**config.mk**
```make
export PLATFORM = sky130hd
export DESIGN_NAME = regfile_sb
export DESIGN_NICKNAME = d
export VERILOG_FILES = /design/src/rtl/regfile_pkg.sv /design/src/rtl/regfile_sb_scoreboard.sv /design/src/rtl/regfile_sb.sv
export SDC_FILE = /design/constraint.sdc
export NUM_CORES = 1
export LEC_CHECK = 0
export ABC_AREA = 0
export BUFFER_PORTS_ARGS = -buffer_cell sky130_fd_sc_hd__clkbuf_2
export CAP_MARGIN = 20
export CELL_PAD_IN_SITES_DETAIL_PLACEMENT = 0
export CELL_PAD_IN_SITES_GLOBAL_PLACEMENT = 1
export CORE_MARGIN = 3
export CORE_UTILIZATION = 53
export DETAILED_ROUTE_END_ITERATION = 10
export GPL_TIMING_DRIVEN = 0
export PLACE_DENSITY_LB_ADDON = 0.1
export SETUP_SLACK_MARGIN = 0.1
export SLEW_MARGIN = 20
export SYNTH_ARGS = -nofsm -noshare
export SYNTH_HDL_FRONTEND = slang
export SYNTH_HIERARCHICAL = 1
export SYNTH_SLANG_ARGS = --single-unit
```
**constraint.sdc**
```tcl
create_clock -name clk -period 4.6 [get_ports clk]
set_input_delay 0.92 -clock clk [delete_from_list [all_inputs] [get_ports clk]]
set_output_delay 0.92 -clock clk [all_outputs]
set_load 0.01 [all_outputs]
```
**src/rtl/regfile_pkg.sv**
```systemverilog
// rtl/regfile_pkg.sv - shared types and constants for the scoreboarded register file
package regfile_pkg;

    typedef enum logic {
        RF_INIT = 1'b0,
        RF_RUN  = 1'b1
    } rf_state_t;

    localparam int RF_XLEN_DEFAULT = 32;
    localparam int RF_NREG_DEFAULT = 32;

    // An address is usable when it is inside the array and is not the hardwired zero entry.
    function automatic logic rf_addr_ok(input int unsigned addr, input int unsigned nreg,
                                        input int zero_reg);
        return (addr < nreg) && !((zero_reg != 0) && (addr == 0));
    endfunction

endpackage

```
**src/rtl/regfile_sb_scoreboard.sv**
```systemverilog
// rtl/regfile_sb_scoreboard.sv - pending-writeback busy vector and issue stall
module rf_scoreboard
    import regfile_pkg::*;
#(
    parameter int NREG     = RF_NREG_DEFAULT,
    parameter int AW       = $clog2(NREG),
    parameter int ZERO_REG = 1
) (
    input  logic            clk,
    input  logic            reset,
    input  logic            run,
    input  logic            wr_en,
    input  logic [AW-1:0]   wr_addr,
    input  logic            iss_en,
    input  logic [AW-1:0]   iss_addr,
    output logic [NREG-1:0] busy,
    output logic            iss_stall
);

    logic [NREG-1:0] busy_q;
    logic [NREG-1:0] busy_d;
    logic            wr_ok;
    logic            iss_ok;
    logic            iss_hit_wr;

    assign wr_ok      = run && wr_en && rf_addr_ok(32'(wr_addr), NREG, ZERO_REG);
    assign iss_ok     = run && iss_en && rf_addr_ok(32'(iss_addr), NREG, ZERO_REG);
    assign iss_hit_wr = wr_en && (wr_addr == iss_addr);

    // A writeback retiring the old producer lets the new one issue; the set is applied last so it wins.
    always_comb begin
        busy_d    = busy_q;
        iss_stall = 1'b1;
        if (run) begin
            iss_stall = iss_ok && busy_q[iss_addr] && !iss_hit_wr;
            if (wr_ok) begin
                busy_d[wr_addr] = 1'b0;
            end
            if (iss_ok && !iss_stall) begin
                busy_d[iss_addr] = 1'b1;
            end
        end
    end

    always_ff @(posedge clk) begin
        if (!reset) begin
            busy_q <= '0;
        end else begin
            busy_q <= busy_d;
        end
    end

    assign busy = busy_q;

endmodule

```
**src/rtl/regfile_sb.sv**
```systemverilog
// rtl/regfile_sb.sv - multi-port register file with clear sequencer and destination scoreboard
module regfile_sb
    import regfile_pkg::*;
#(
    parameter int XLEN     = RF_XLEN_DEFAULT,
    parameter int NREG     = RF_NREG_DEFAULT,
    parameter int NRD      = 2,
    parameter int ZERO_REG = 1,
    parameter int BYPASS   = 1,
    localparam int AW      = $clog2(NREG)
) (
    input  logic                clk,
    input  logic                reset,
    output logic                init_done,
    input  logic [NRD*AW-1:0]   rd_addr,
    output logic [NRD*XLEN-1:0] rd_data,
    output logic [NRD-1:0]      rd_busy,
    input  logic                wr_en,
    input  logic [AW-1:0]       wr_addr,
    input  logic [XLEN-1:0]     wr_data,
    input  logic                iss_en,
    input  logic [AW-1:0]       iss_addr,
    output logic                iss_stall
);

    localparam logic [AW-1:0] LAST_PTR = AW'(NREG - 1);

    rf_state_t       state_q, state_d;
    logic [AW-1:0]   init_ptr_q, init_ptr_d;
    logic            init_done_q, init_done_d;
    logic            run;
    logic            wr_ok;
    logic [NREG-1:0] busy;

    logic [XLEN-1:0] rf_q [NREG];
    logic            mem_we;
    logic [AW-1:0]   mem_waddr;
    logic [XLEN-1:0] mem_wdata;
    logic [AW-1:0]   ra;

    assign run   = (state_q == RF_RUN);
    assign wr_ok = run && wr_en && rf_addr_ok(32'(wr_addr), NREG, ZERO_REG);

    always_comb begin
        state_d     = state_q;
        init_ptr_d  = init_ptr_q;
        init_done_d = init_done_q;
        if (state_q == RF_INIT) begin
            init_ptr_d = init_ptr_q + AW'(1);
            if (init_ptr_q == LAST_PTR) begin
                state_d     = RF_RUN;
                init_done_d = 1'b1;
                init_ptr_d  = '0;
            end
        end
    end

    always_ff @(posedge clk) begin
        if (!reset) begin
            state_q     <= RF_INIT;
            init_ptr_q  <= '0;
            init_done_q <= 1'b0;
        end else begin
            state_q     <= state_d;
            init_ptr_q  <= init_ptr_d;
            init_done_q <= init_done_d;
        end
    end

    assign init_done = init_done_q;

    // The clear walk shares the single write port, keeping the array free of reset so it maps to RAM.
    always_comb begin
        mem_we    = 1'b0;
        mem_waddr = wr_addr;
        mem_wdata = wr_data;
        if (state_q == RF_INIT) begin
            mem_we    = 1'b1;
            mem_waddr = init_ptr_q;
            mem_wdata = '0;
        end else if (wr_ok) begin
            mem_we = 1'b1;
        end
    end

    always_ff @(posedge clk) begin
        if (mem_we) begin
            rf_q[mem_waddr] <= mem_wdata;
        end
    end

    always_comb begin
        rd_data = '0;
        rd_busy = '0;
        ra      = '0;
        for (int i = 0; i < NRD; i++) begin
            ra = rd_addr[i*AW +: AW];
            if (run && rf_addr_ok(32'(ra), NREG, ZERO_REG)) begin
                if ((BYPASS != 0) && wr_ok && (wr_addr == ra)) begin
                    rd_data[i*XLEN +: XLEN] = wr_data;
                    rd_busy[i]              = 1'b0;
                end else begin
                    rd_data[i*XLEN +: XLEN] = rf_q[ra];
                    rd_busy[i]              = busy[ra];
                end
            end
        end
    end

    rf_scoreboard #(
        .NREG     (NREG),
        .AW       (AW),
        .ZERO_REG (ZERO_REG)
    ) u_scoreboard (
        .clk       (clk),
        .reset     (reset),
        .run       (run),
        .wr_en     (wr_en),
        .wr_addr   (wr_addr),
        .iss_en    (iss_en),
        .iss_addr  (iss_addr),
        .busy      (busy),
        .iss_stall (iss_stall)
    );

endmodule

```
== Word level (Yosys, flattened, before mapping) ==
Memory sizes are Yosys's and may differ from the RTL's.
Cells that the tools add are included.

* $add $sub $neg: 1
* $lt $le $gt $ge: 6
* Eq/ne operators: 4
* Muxes and demuxes: 31
* Bitwise logic cells: 4
* Reductions and logical operators: 25

{| class="wikitable"
|+ Operator list
! cell !! number
|-
| 32-bit 2-to-1 mux || 8
|-
| 32-bit bitwise AND || 1
|-
| 32-bit inverter || 1
|-
| 32-bit bitwise OR || 1
|-
| 5-bit by 6-bit less-than comparator with 1-bit output (second input constant) || 4
|-
| 5-bit logical NOT || 4
|-
| 1-bit 2-to-1 mux || 16
|-
| 1-bit binary-select mux with 5-bit select || 3
|-
| 5-bit equality test || 3
|-
| 1-bit logical AND || 14
|-
| 1-bit demux with 5-bit select || 2
|-
| 5-bit by 1-bit greater-or-equal comparator with 1-bit output (second input constant) || 2
|-
| 5-bit 2-to-1 mux || 2
|-
| 1-bit logical NOT || 6
|-
| 5-bit by 1-bit adder with 5-bit output (second input constant) || 1
|-
| 5-bit equality test (second input constant) || 1
|-
| 2-bit AND reduction || 1
|-
| 1-bit inverter || 1
|}

* Bits in registers: 39
* Bits in writable memories: 1,024
* Input bits: 56
* Output and inout bits: 68
* Logic and storage cells: 76
* Memories kept: 1

{| class="wikitable"
|+ Memories
! name !! depth !! bits a word !! rd ports !! clocked after Yosys merged registers in !! write ports !! RTL line !! text
|-
| rf_q || 32 || 32 || 2 || 0 || 1 || regfile_sb.sv:35 || <nowiki>logic [XLEN-1:0] rf_q [NREG];</nowiki>
|}

== Logic depth before layout (Yosys ltp) ==
* Depth in word-level cells: 10
* Depth in mapped cells: 10
* Gate-level depth less buffers: 6

== Cells and area by module ==
The synthesis kept the hierarchy.

{| class="wikitable"
|+ Modules (own cells, without submodules)
! module !! times used !! cells an instance !! area each (um^2) !! seq. area each (um^2)
|-
| regfile_sb || 1 || 3,024 || 49,851.6 || 30,889.6
|-
| rf_scoreboard || 1 || 193 || 1,860.5 || 640.6
|}

== Least setup slack after synthesis ==
Ideal clock, no wire load.

* Path type: input port to output port
* From: input port rd_addr[5]
* To: output port rd_data[62]
* Arrival: 2.601 ns
* Data required time: 3.680 ns
* Path slack: 1.079 ns
* Stages: 7
* Buffers on the path: 3
* Path through: buf_2 -> buf_2 -> buf_2 -> mux4_2 -> mux2_2 -> a31oi_1 -> a31oi_1

* Cells in the longest elaborated chain, start to end: 4
* Elaborated cells on any way between the ends: 8

{| class="wikitable"
|+ Ends and longest elaborated chain
! element !! RTL line !! text
|-
| from (decl) || regfile_sb.sv:15 || <nowiki>input logic [NRD*AW-1:0] rd_addr,</nowiki>
|-
| parallel branches: the longest is 3 deep, another holds memory read 32 x 32 bit || - ||
|-
| 32-bit 2-to-1 mux (*) || regfile_sb.sv:98 || <nowiki>if (run && rf_addr_ok(32'(ra), NREG, ZERO_REG)) begin</nowiki>
|-
| to (decl) || regfile_sb.sv:16 || <nowiki>output logic [NRD*XLEN-1:0] rd_data,</nowiki>
|}

Mark *: on every way between the ends.

== Final worst setup path ==
* From: input port rd_addr[2]
* To: output port rd_data[22]

The elaborated chain is that of the path after synthesis.

==> impl_metrics.env <==
export IMPL_status="finished with violations"
export IMPL_violations="negative setup slack"
export IMPL_syn_area_per_cell_um2=16.07
export IMPL_synth_area_mux_share=0.2420
export IMPL_hold_start="init_done$_SDFFE_PN0P_"
export IMPL_grt_overflow=0
export IMPL_cts_root_buffer="clkbuf_16"
export IMPL_grt_pass1_vias=35550
export IMPL_tritoncts="built"
export IMPL_relSlewSlack=0.1557
export IMPL_synth_simple_area_share=0.03656
export IMPL_synthesis_nets=3275
export IMPL_whs_endpoint="init_done$_SDFFE_PN0P_"
export IMPL_drv_cap=0
export IMPL_cts_clk_slew_worst_paths_ns=0.06
export IMPL_post_drt_wl_per_cell_um=43.81
export IMPL_yosys_warnings=6
export IMPL_htreeDepth=3
export IMPL_numCtsBuffers=111
export IMPL_initial_core_util=0.5395
export IMPL_setup_tns_ns=-0.1650
export IMPL_syn_inst=3217
export IMPL_coreArea_um2=95860
export IMPL_fin_crit_sh=1.023
export IMPL_grt_max_degree=35
export IMPL_finClkSkew_ns=0.02460
export IMPL_endpoint_kind="output port"
export IMPL_via_count=36330
export IMPL_place_inst=4663
export IMPL_fin_ws_ns=-0.1077
export IMPL_rr_startpoint="run$_SDFF_PN0_"
export IMPL_numClockSinks=1063
export IMPL_grt_antenna_before_repair=13
export IMPL_crit_required_ns=3.68
export IMPL_nets=3573
export IMPL_hold_path_class="reg -> reg"
export IMPL_synth_seq_area_share=0.6097
export IMPL_ys_async_sr_fraction=0
export IMPL_synthFlopType="edfxtp_1"
export IMPL_cp_start_kind="input port"
export IMPL_fmax_mhz=212.4
export IMPL_synth_ff_latch_count=1063
export IMPL_final_cells=4876
export IMPL_synth_compound_area_share=0.08214
export IMPL_drtIter0Drc=6113
export IMPL_first_pass_iters=6
export IMPL_dp_hpwl_mm=152.6
export IMPL_synth_top_family_by_area="multiplexers"
export IMPL_grt_pass1_wl_mm=289.3
export IMPL_worst_pin_slew_ns=1.266
export IMPL_antenna_left=0
export IMPL_post_synth_fa_ha_maj_area_fraction=0.0004839
export IMPL_synth_distinct_cells=61
export IMPL_finalHoldViolations=0
export IMPL_gp_congestion=1.002
export IMPL_syn_cell_area_um2=51710
export IMPL_critPathArrivalTime_ns=3.79
export IMPL_cts_hold_buf=0
export IMPL_drive_gt1_frac=0.3006
export IMPL_drv_slew=0
export IMPL_p_per_area_nw_per_um2=354.5
export IMPL_rr_worst_depth=7
export IMPL_synth_edff_count=1024
export IMPL_drc=0
export IMPL_layout_commonest_cell="edfxtp_1"
export IMPL_clockBufferDepth=3
export IMPL_wirelength_mm=213.6
export IMPL_irDropWorstVdd_mv=0.2982
export IMPL_hold_depth=1
export IMPL_critPathKind="in -> out"
export IMPL_die_area_um2=101400
export IMPL_min_period_ns=4.708
export IMPL_r2r_slack_ns=0.88
export IMPL_mostFrequentLayoutCells="1024 x edfxtp_1, 561 x mux2i_1, 278 x mux4_2, 166 x a22oi_1, 160 x clkbuf_2"
export IMPL_cp_max_fo=10
export IMPL_cellLeakagePower_uw=0.01936
export IMPL_setup_violations=5
export IMPL_row_count=113
export IMPL_port_buffers=110
export IMPL_die_height_um=318.4
export IMPL_track_usage=0.4155
export IMPL_insertion_delay_ns=0.72
export IMPL_area_delta_synth_final_pct=17.38
export IMPL_r2r_end="rf_q[20][11]$_DFFE_PP_"
export IMPL_avgViaCountPerCell=7.450
export IMPL_rsz0062_at_grt="yes"
export IMPL_io_pins=124
export IMPL_synth_xor_area_share=0.002541
export IMPL_die_x_um=318.4
==> power by group <==
group          switching, µW  internal [µW]
Clock                   3890           5110
Sequential              50.0          10600
Combinational           1270            627
Total                   5210          16300
==> worst max path at each step <==
stage	end	slack, ns	from
2_1_floorplan	rd_data[62]	1.08	rd_addr[5]
3_3_place_gp	rf_q[21][21]$_DFFE_PP_	-1.39	wr_addr[0]
3_5_place_dp	rd_data[46]	-1.22	rd_addr[5]
4_1_cts	rd_data[5]	0.04	rd_addr[0]
5_1_grt	rd_data[59]	-0.06	run$_SDFF_PN0_
6_report	rd_data[22]	-0.11	rd_addr[2]
==> registers in the layout (all words and copies together) (netlist names) <==
| name | count |
|---|---|
| run | 1 |
| init_ptr_q | 5 |
| init_done | 1 |
| rf_q | 1024 |
| u_scoreboard/busy | 32 |
==> area by class of cell <==
type | count | area [µm²]
diodes | 1 | 2.502
plain buffers | 269 | 1787
multi-input cells | 1880 | 19820
inverters | 3 | 11.26
repair buffers | 187 | 2367
well taps | 1265 | 1583
flip-flops and latches | 1063 | 31530
clock inverters | 71 | 614.3
clock buffers | 137 | 2989
fillers | 6938 | 35160
==> per-stage QoR <==
step                      instance area (µm²)    util  hold WS (ns)  total power [µW]  setup WS, ns
after floorplan                         51710       -        0.4653             11780         1.079
after global placement                  53850  0.5617        0.4506             12490        -1.394
after detailed placement                55930  0.5835        0.4760             12550        -1.224
after CTS                               60390  0.6300        0.4911             21410       0.03804
after global routing                    60700  0.6332        0.5240             21940      -0.06058
final                                   60700  0.6332        0.4892             21520       -0.1077
==> synthesized netlist by cell type, drive strengths merged, types with 40 or more instances <==
master | count | area [µm²]
edfxtp | 1024 | 30750
mux2i | 565 | 5655
mux4 | 278 | 6261
a22oi | 166 | 1246
buf | 161 | 949.7
a21oi | 135 | 675.7
clkbuf | 110 | 412.9
nand2 | 100 | 375.4
a22o | 85 | 744.5
nand3 | 63 | 315.3
nor2 | 54 | 202.7
mux2 | 53 | 596.8
nor3 | 46 | 235.2
o22ai | 42 | 262.8
o211ai | 41 | 307.8
and2 | 40 | 252.7
==> timing repair <==
item,4_1_cts,5_1_grt
resized for setup,253,86
buffers inserted,1,5
hold endpoints to repair,0,0
endpoints found under the setup margin,66,57
pin swaps,7,4
==> cells by family after synthesis <==
logic type | count (synthesis)
AO/OA/AOI/OAI | 590
XOR/XNOR | 15
adder cells (fa/ha/maj) | 2
buffers and inverters | 274
flip-flops | 1063
multiplexers | 896
AND/OR/NAND/NOR | 377
==> layer usage <==
layer | wire (µm) | track usage | vias to the layer above | part of all wire
li1 | - | - | 13950 | -
met1 | 73740 | 0.5285 | 18620 | 0.35
met2 | 93590 | 0.6107 | 3096 | 0.44
met3 | 27650 | 0.1256 | 662 | 0.13
met4 | 18630 | 0.2948 | 2 | 0.087
met5 | 13 | 0 | - | 0.000061
==> worst max-delay path, stage by stage <==
cell	delay [ns]
buf_2	0.30
buf_6	0.33
nor3_1	0.13
a21boi_1	0.42
o31ai_4	0.15
buf_12	0.17
buf_2	0.27
nor3_1	0.45
a22o_1	0.41
clkbuf_2	0.20
No activity file was read; power rests on OpenSTA's default activity.
